File: src/rtl/rvfi_pkg.sv
// ============================================================================
// Module : rvfi_pkg
// Brief  : Shared types and defaults for the RVFI commit tracker.
//          commit_t is the record held per buffered commit. PC and
//          rd_wdata fields are sized for the widest supported XLEN
//          (XLEN_MAX); narrower builds zero-extend on entry and take
//          the low XLEN bits on exit.
// Rev    : 1.0 - initial release
// ============================================================================
`default_nettype none

package rvfi_pkg;

  localparam int XLEN_DEFAULT = 32;
  localparam int NRET_DEFAULT = 2;
  localparam int XLEN_MAX     = 64;
  localparam int ORDER_W      = 64;

  typedef struct packed {
    logic [ORDER_W-1:0]  order;
    logic [31:0]         inst;
    logic [XLEN_MAX-1:0] pc_rdata;
    logic [XLEN_MAX-1:0] pc_wdata;
    logic [4:0]          rd_addr;
    logic [XLEN_MAX-1:0] rd_wdata;
    logic                trap;
    logic                halt;
  } commit_t;

endpackage

`default_nettype wire

File: src/rtl/commit_fifo.sv
// ============================================================================
// Module : commit_fifo
// Brief  : Circular buffer of commit_t with up to NRET writes and one read
//          per cycle. Writes are presented compacted: wr_data[0..wr_cnt-1]
//          are stored in that order at the write pointer.
// Ports  : clk, rst      - clock, synchronous active-high reset
//          wr_cnt        - number of entries to store this cycle
//          wr_data       - compacted entries, slot 0 oldest
//          rd_en         - pop the head (caller guarantees count != 0)
//          rd_data       - head entry, stable until popped
//          count, free   - occupancy and space available this cycle
//                          (free already credits a same-cycle pop)
// Rev    : 1.0 - initial release
// ============================================================================
`default_nettype none

module commit_fifo
  import rvfi_pkg::*;
#(
  parameter int NRET  = 2,
  parameter int DEPTH = 8,
  localparam int AW   = $clog2(DEPTH),
  localparam int CW   = $clog2(DEPTH) + 1,
  localparam int NW   = $clog2(NRET + 1)
) (
  input  logic          clk,
  input  logic          rst,
  input  logic [NW-1:0] wr_cnt,
  input  commit_t       wr_data [NRET],
  input  logic          rd_en,
  output commit_t       rd_data,
  output logic [CW-1:0] count,
  output logic [CW-1:0] free
);

  commit_t       mem [DEPTH];
  logic [AW-1:0] wr_ptr;
  logic [AW-1:0] rd_ptr;

  // Storage carries no reset: pointers and count define what is valid.
  always_ff @(posedge clk) begin
    for (int k = 0; k < NRET; k++) begin
      if (NW'(k) < wr_cnt) begin
        mem[wr_ptr + AW'(k)] <= wr_data[k];
      end
    end
  end

  // DEPTH is a power of two, so pointer wrap is plain modular addition.
  always_ff @(posedge clk) begin
    if (rst) begin
      wr_ptr <= '0;
      rd_ptr <= '0;
      count  <= '0;
    end else begin
      wr_ptr <= wr_ptr + AW'(wr_cnt);
      if (rd_en) begin
        rd_ptr <= rd_ptr + AW'(1);
      end
      count <= count + CW'(wr_cnt) - CW'(rd_en);
    end
  end

  assign rd_data = mem[rd_ptr];
  assign free    = CW'(DEPTH) - count + CW'(rd_en);

endmodule

`default_nettype wire

File: src/rtl/rvfi_commit_tracker.sv
// ============================================================================
// Module : rvfi_commit_tracker
// Brief  : Samples up to NRET RVFI retire lanes per cycle, compacts valid
//          lanes (lane 0 oldest), tags each with a 64-bit order number and
//          queues them for a ready/valid consumer. A group that does not
//          fit is dropped whole and flags overflow. Dequeuing a halt
//          (self-loop) entry sets halted, after which lanes are ignored.
// Ports  : clk, rst              - clock, synchronous active-high reset
//          lane_*                - per-lane retire fields (no backpressure)
//          out_valid/out_ready   - head handshake
//          out_*                 - head entry fields, out_halt = halt entry
//          count                 - buffer occupancy
//          overflow, halted,
//          wdog_timeout          - sticky status flags
// Config : RVFI_WATCHDOG_EN - when defined, an idle-cycle watchdog sets
//          wdog_timeout after WDOG_LIMIT consecutive cycles with no valid
//          lane; when undefined wdog_timeout is tied low.
// Rev    : 1.0 - initial release
// ============================================================================
`default_nettype none

module rvfi_commit_tracker
  import rvfi_pkg::*;
#(
  parameter int NRET       = NRET_DEFAULT,
  parameter int DEPTH      = 8,
  parameter int XLEN       = XLEN_DEFAULT,
  parameter int WDOG_LIMIT = 1000,
  localparam int CW        = $clog2(DEPTH) + 1
) (
  input  logic                      clk,
  input  logic                      rst,
  input  logic [NRET-1:0]           lane_valid,
  input  logic [NRET-1:0][31:0]     lane_inst,
  input  logic [NRET-1:0][XLEN-1:0] lane_pc_rdata,
  input  logic [NRET-1:0][XLEN-1:0] lane_pc_wdata,
  input  logic [NRET-1:0][4:0]      lane_rd_addr,
  input  logic [NRET-1:0][XLEN-1:0] lane_rd_wdata,
  input  logic [NRET-1:0]           lane_trap,
  output logic                      out_valid,
  input  logic                      out_ready,
  output logic [63:0]               out_order,
  output logic [31:0]               out_inst,
  output logic [XLEN-1:0]           out_pc_rdata,
  output logic [XLEN-1:0]           out_pc_wdata,
  output logic [4:0]                out_rd_addr,
  output logic [XLEN-1:0]           out_rd_wdata,
  output logic                      out_trap,
  output logic                      out_halt,
  output logic [CW-1:0]             count,
  output logic                      overflow,
  output logic                      halted,
  output logic                      wdog_timeout
);

  localparam int NW = $clog2(NRET + 1);

  logic [NRET-1:0]    lane_live;
  logic [NW-1:0]      prefix [NRET];
  logic [NW-1:0]      n_valid;
  commit_t            lane_entry   [NRET];
  commit_t            packed_entry [NRET];
  commit_t            head;
  logic [CW-1:0]      free;
  logic [ORDER_W-1:0] order_q;
  logic               deq;
  logic               fits;
  logic               accept;
  logic [NW-1:0]      wr_cnt;

  // Once halted, lanes are masked so only draining continues.
  assign lane_live = halted ? '0 : lane_valid;

  // prefix[i] = number of live lanes below i = slot index and order offset.
  always_comb begin
    int cnt;
    cnt = 0;
    for (int i = 0; i < NRET; i++) begin
      prefix[i] = NW'(cnt);
      if (lane_live[i]) begin
        cnt = cnt + 1;
      end
    end
    n_valid = NW'(cnt);
  end

  always_comb begin
    for (int i = 0; i < NRET; i++) begin
      lane_entry[i]          = '0;
      lane_entry[i].order    = order_q + ORDER_W'(prefix[i]);
      lane_entry[i].inst     = lane_inst[i];
      lane_entry[i].pc_rdata = XLEN_MAX'(lane_pc_rdata[i]);
      lane_entry[i].pc_wdata = XLEN_MAX'(lane_pc_wdata[i]);
      lane_entry[i].rd_addr  = lane_rd_addr[i];
      // x0 writes are architecturally invisible; record them as zero.
      lane_entry[i].rd_wdata = (lane_rd_addr[i] == 5'd0) ? '0 : XLEN_MAX'(lane_rd_wdata[i]);
      lane_entry[i].trap     = lane_trap[i];
      lane_entry[i].halt     = (lane_pc_wdata[i] == lane_pc_rdata[i]) && !lane_trap[i];
    end
  end

  // Compaction: slot k takes the live lane whose prefix equals k.
  always_comb begin
    for (int k = 0; k < NRET; k++) begin
      packed_entry[k] = '0;
      for (int i = 0; i < NRET; i++) begin
        if (lane_live[i] && (prefix[i] == NW'(k))) begin
          packed_entry[k] = lane_entry[i];
        end
      end
    end
  end

  assign out_valid = (count != '0);
  assign deq       = out_valid && out_ready;
  assign fits      = (CW'(n_valid) <= free);
  assign accept    = (n_valid != '0) && fits;
  assign wr_cnt    = accept ? n_valid : '0;

  commit_fifo #(
    .NRET  (NRET),
    .DEPTH (DEPTH)
  ) u_fifo (
    .clk     (clk),
    .rst     (rst),
    .wr_cnt  (wr_cnt),
    .wr_data (packed_entry),
    .rd_en   (deq),
    .rd_data (head),
    .count   (count),
    .free    (free)
  );

  always_ff @(posedge clk) begin
    if (rst) begin
      order_q  <= '0;
      overflow <= 1'b0;
      halted   <= 1'b0;
    end else begin
      if (accept) begin
        order_q <= order_q + ORDER_W'(n_valid);
      end
      // Whole group dropped; order_q is left untouched.
      if (!fits) begin
        overflow <= 1'b1;
      end
      if (deq && head.halt) begin
        halted <= 1'b1;
      end
    end
  end

  assign out_order    = head.order;
  assign out_inst     = head.inst;
  assign out_pc_rdata = head.pc_rdata[XLEN-1:0];
  assign out_pc_wdata = head.pc_wdata[XLEN-1:0];
  assign out_rd_addr  = head.rd_addr;
  assign out_rd_wdata = head.rd_wdata[XLEN-1:0];
  assign out_trap     = head.trap;
  assign out_halt     = head.halt;

  // Upper bits of the wide fields are always zero in narrow builds.
  if (XLEN < XLEN_MAX) begin : g_narrow
    logic unused_hi;
    assign unused_hi = ^{head.pc_rdata[XLEN_MAX-1:XLEN],
                         head.pc_wdata[XLEN_MAX-1:XLEN],
                         head.rd_wdata[XLEN_MAX-1:XLEN]};
  end

`ifdef RVFI_WATCHDOG_EN
  localparam int WW = $clog2(WDOG_LIMIT + 1);

  logic [WW-1:0] wdog_cnt;

  // Counts idle cycles, saturating at WDOG_LIMIT; frozen after halt.
  always_ff @(posedge clk) begin
    if (rst) begin
      wdog_cnt     <= '0;
      wdog_timeout <= 1'b0;
    end else if (!halted) begin
      if (|lane_valid) begin
        wdog_cnt <= '0;
      end else if (wdog_cnt != WW'(WDOG_LIMIT)) begin
        wdog_cnt <= wdog_cnt + WW'(1);
        if (wdog_cnt == WW'(WDOG_LIMIT - 1)) begin
          wdog_timeout <= 1'b1;
        end
      end
    end
  end
`else
  localparam int unused_wdog_limit = WDOG_LIMIT;
  assign wdog_timeout = 1'b0;
`endif

endmodule

`default_nettype wire

File: config.mk
export PLATFORM = sky130hd
export DESIGN_NAME = rvfi_commit_tracker
export DESIGN_NICKNAME = d
export VERILOG_FILES = /design/src/rtl/rvfi_pkg.sv /design/src/rtl/commit_fifo.sv /design/src/rtl/rvfi_commit_tracker.sv
export SDC_FILE = /design/constraint.sdc
export NUM_CORES = 2
export LEC_CHECK = 0
export BUFFER_PORTS_ARGS = -buffer_cell sky130_fd_sc_hd__buf_2
export CAP_MARGIN = 30
export CORE_MARGIN = 4
export CORE_UTILIZATION = 30
export DETAILED_ROUTE_END_ITERATION = 8
export GPL_ROUTABILITY_DRIVEN = 0
export PLACE_DENSITY = 0.44
export SYNTH_ARGS = -nofsm -noshare
export SYNTH_HDL_FRONTEND = slang
export SYNTH_SLANG_ARGS = --single-unit
File: constraint.sdc
create_clock -name clk -period 70.7 [get_ports clk]
set_clock_uncertainty 0.2 [all_clocks]
set_input_delay 14.14 -clock clk [delete_from_list [all_inputs] [get_ports clk]]
set_output_delay 14.14 -clock clk [all_outputs]
set_load 0.01 [all_outputs]
==> impl_metrics.tcl <==
set metrics [dict create \
    slew_viol_final 18 \
    power_density_nw_per_um2 37.77 \
    hp-class "register to register" \
    grt_pass1_vias 60350 \
    grt-ovfl-total 0 \
    start_kind "input pin" \
    grt_pass1_wl_um 458700 \
    finalCritPeriodShare 0.2858 \
    grt_start_max_net_pins 172 \
    synth_cells 7332 \
    critical_path_class "input pin to register" \
    hpwl_um 196200 \
    period_minus_slack_ps 20200 \
    switching_share 0.3544 \
    finalNetCount 7832 \
    cts.clk_slew.worst_paths_ps 50 \
    finalSetupTns_ps 0 \
    ctsResizeCount 0 \
    vias 62960 \
    avgRoutedWirePerCell_um 28.33 \
    clock_latency_ps 870 \
    crit_slowest_cell "buf_4" \
    cts_hold_buffers 0 \
    coreArea_um2 282500 \
    die_w_um 540.9 \
    die-area_um2 292600 \
    cts_max_path_buffers 4 \
    numCtsBuffers 204 \
    path_cells "buf_2 -> nor2b_4 -> buf_4 -> ha_4 -> ha_1 -> nor2b_1 -> o211a_1 -> a21oi_1 -> o211ai_1 -> o21ai_4 -> buf_4 -> buf_4 -> buf_4" \
    synthArstFlopShare 0 \
    grt.total_usage 0.2136 \
    drt_first_pass_iters 6 \
    io_pins 480 \
    drtAntennaViolNets 0 \
    dieHeight_um 540.9 \
    combinationalPowerShare 0.355 \
    synth_area_um2 85190 \
    viasPerCell 5.503 \
    synth_ff_type "edfxtp_1" \
    cp_data_required_time_ps 70950 \
    rsz0062_at_grt "no" \
    top_usage_layer "met2" \
    placementRows 195 \
    drt_iter0_markers 7895 \
    r2r_start "halted" \
    synth_edf_count 1592 \
    crit_fanout 47 \
    setup_viol 0 \
    yosysUniqueCellTypes 72 \
    hold_viol 0 \
    maxSlewHeadroom -0.008351 \
    clock-sinks 1671 \
    final_cell_mix "edfxtp_1, nor2_1, a21oi_1, nand2_1, buf_2" \
    rr_worst_depth 13 \
    clock_power_share 0.271 \
    initial_core_util 0.3015 \
    hold-worst-slack_ps 273.9 \
    cts-root-buf "clkbuf_16" \
    power.internal_w 0.002386 \
    syn2layout_area_growth_pct 14.87 \
    grtUsageMet2 0.3273 \
    routed_wl_um 324100 \
    violations "slew limit" \
    ys_seq_elements 1671 \
    critPathCaptureType "register" \
    p_leak_nw 32.63 \
    syn_nets 7628 \
    use_met1 0.3102 \
    ys_seq_area_frac 0.5797 \
    slowest_delay_ps 890 \
    drive_above_1_share 0.2008 \
    cts_htree_levels 4 \
    place.port_buffers 478 \
    power_frac_seq 0.375 \
    p_sw_w 0.001310 \
    drc 0 \
    status "finished with violations" \
    mostFrequentLayoutCell "edfxtp_1" \
    hold_depth 2 \
    antenna_found_initial 24 \
    worst_slew_pin_slew_ps 1513 \
    p_total_w 0.003696 \
    clock.fmax_ghz 0.04949 \
    cp_data_arrival_time_ps 20450 \
    hold_path_startpoint "u_fifo.rd_ptr[1]" \
    synth_warnings 0 \
    postCtsSetupBuffers 0 \
    grt_util_met3 0.03630 \
    peakVddDrop_mv 0.03723 \
    cts_tree "built" \
    startpoint "lane_valid[0]" \
    drv_cap 0 \
    avgSynthCellArea_um2 11.62 \
    crit_top_cell "buf_4" \
]
## routing by layer
metal | routed length, um | vias up
li1 | - | 27820
met1 | 143900 | 31730
met2 | 144700 | 2945
met3 | 25550 | 464
met4 | 9822 | 6
met5 | 32 | -
## per-stage QoR
step | setup WS, ps | instances | util | instance area, um2
finish | 50500 | 11440 | 0.3464 | 97860
detailed placement | 48860 | 11070 | 0.3242 | 91590
global placement | 48770 | 11050 | 0.3228 | 91200
global route | 50290 | 11440 | 0.3463 | 97850
CTS | 49800 | 11430 | 0.3460 | 97750
floorplan | 38050 | 7332 | - | 85190
## layout make-up
cell class	count	area [um2]
diodes	5	12.51
well taps	3743	4683
repair buffers	621	3990
clock inverters	88	673.1
inverters	30	112.6
clock buffers	275	5485
flip-flops and latches	1671	49400
fillers	27980	184700
multi-input cells	5008	33510
## synth_stat cells (all sizes together) (6+ instances only)
cell type	count	share of area
mux4	398	0.11
o2bb2ai	7	0.00072
buf	153	0.0086
or4	8	0.00070
a31oi	28	0.0021
clkbuf	470	0.021
mux2	200	0.026
nand2b	8	0.00059
and2	7	0.00051
and4	11	0.0011
edfxtp	1592	0.56
nor4	41	0.0034
nor2	1425	0.063
a21oi	1392	0.082
a21o	23	0.0020
dfxtp	79	0.019
or3	51	0.0038
inv	30	0.0013
nor3	56	0.0038
xor2	84	0.0086
o22ai	135	0.0099
mux2i	75	0.0088
xnor2	83	0.0086
a22o	34	0.0035
ha	20	0.0029
o21ai	189	0.011
or2	8	0.00059
nand2	498	0.022
and3	11	0.00081
a211oi	10	0.0012
nand4	69	0.0054
o211ai	22	0.0019
o31ai	15	0.0013
nand3	65	0.0040
nor2b	6	0.00044
## worst max-delay path, delay by kind of cell
family                   cells  cell delay, ps
buffers and inverters        5            3110
AO/OA/AOI/OAI                4            1690
adder cells (fa/ha/maj)      2            1060
AND/OR/NAND/NOR              2             270
## cell families after synthesis
logic type / after synthesis / share of synthesized area
flip-flops: 1671 / 0.5797
AND/OR/NAND/NOR: 2277 / 0.1112
XOR/XNOR: 167 / 0.01726
AO/OA/AOI/OAI: 1867 / 0.1170
multiplexers: 673 / 0.1405
adder cells (fa/ha/maj): 23 / 0.003642
buffers and inverters: 653 / 0.03065
other: 1 / 0.00004402
## final timing paths
kind	end	slack, ps
hold / removal	register	270
hold reg to reg	register	270
setup / recovery	u_fifo.mem[6][24]	50500
setup reg to reg	u_fifo.mem[6][24]	63370
## power by group through the flow
stage	clock [W]	sequential [W]	combinational, W
floorplan	0	0.00149	0.000798
global placement	0	0.00140	0.00130
detailed placement	0	0.00141	0.00132
CTS	0.00102	0.00139	0.00133
global route	0.00106	0.00140	0.00142
finish	0.00100	0.00138	0.00131
## sequential cells by signal (all words and copies together) (netlist names), named ones only
register,cells
u_fifo.mem,1592
order_q,64
u_fifo.count,4
u_fifo.rd_ptr,3
u_fifo.wr_ptr,3
halted,1
overflow,1
(Power assumes the default switching activity.)
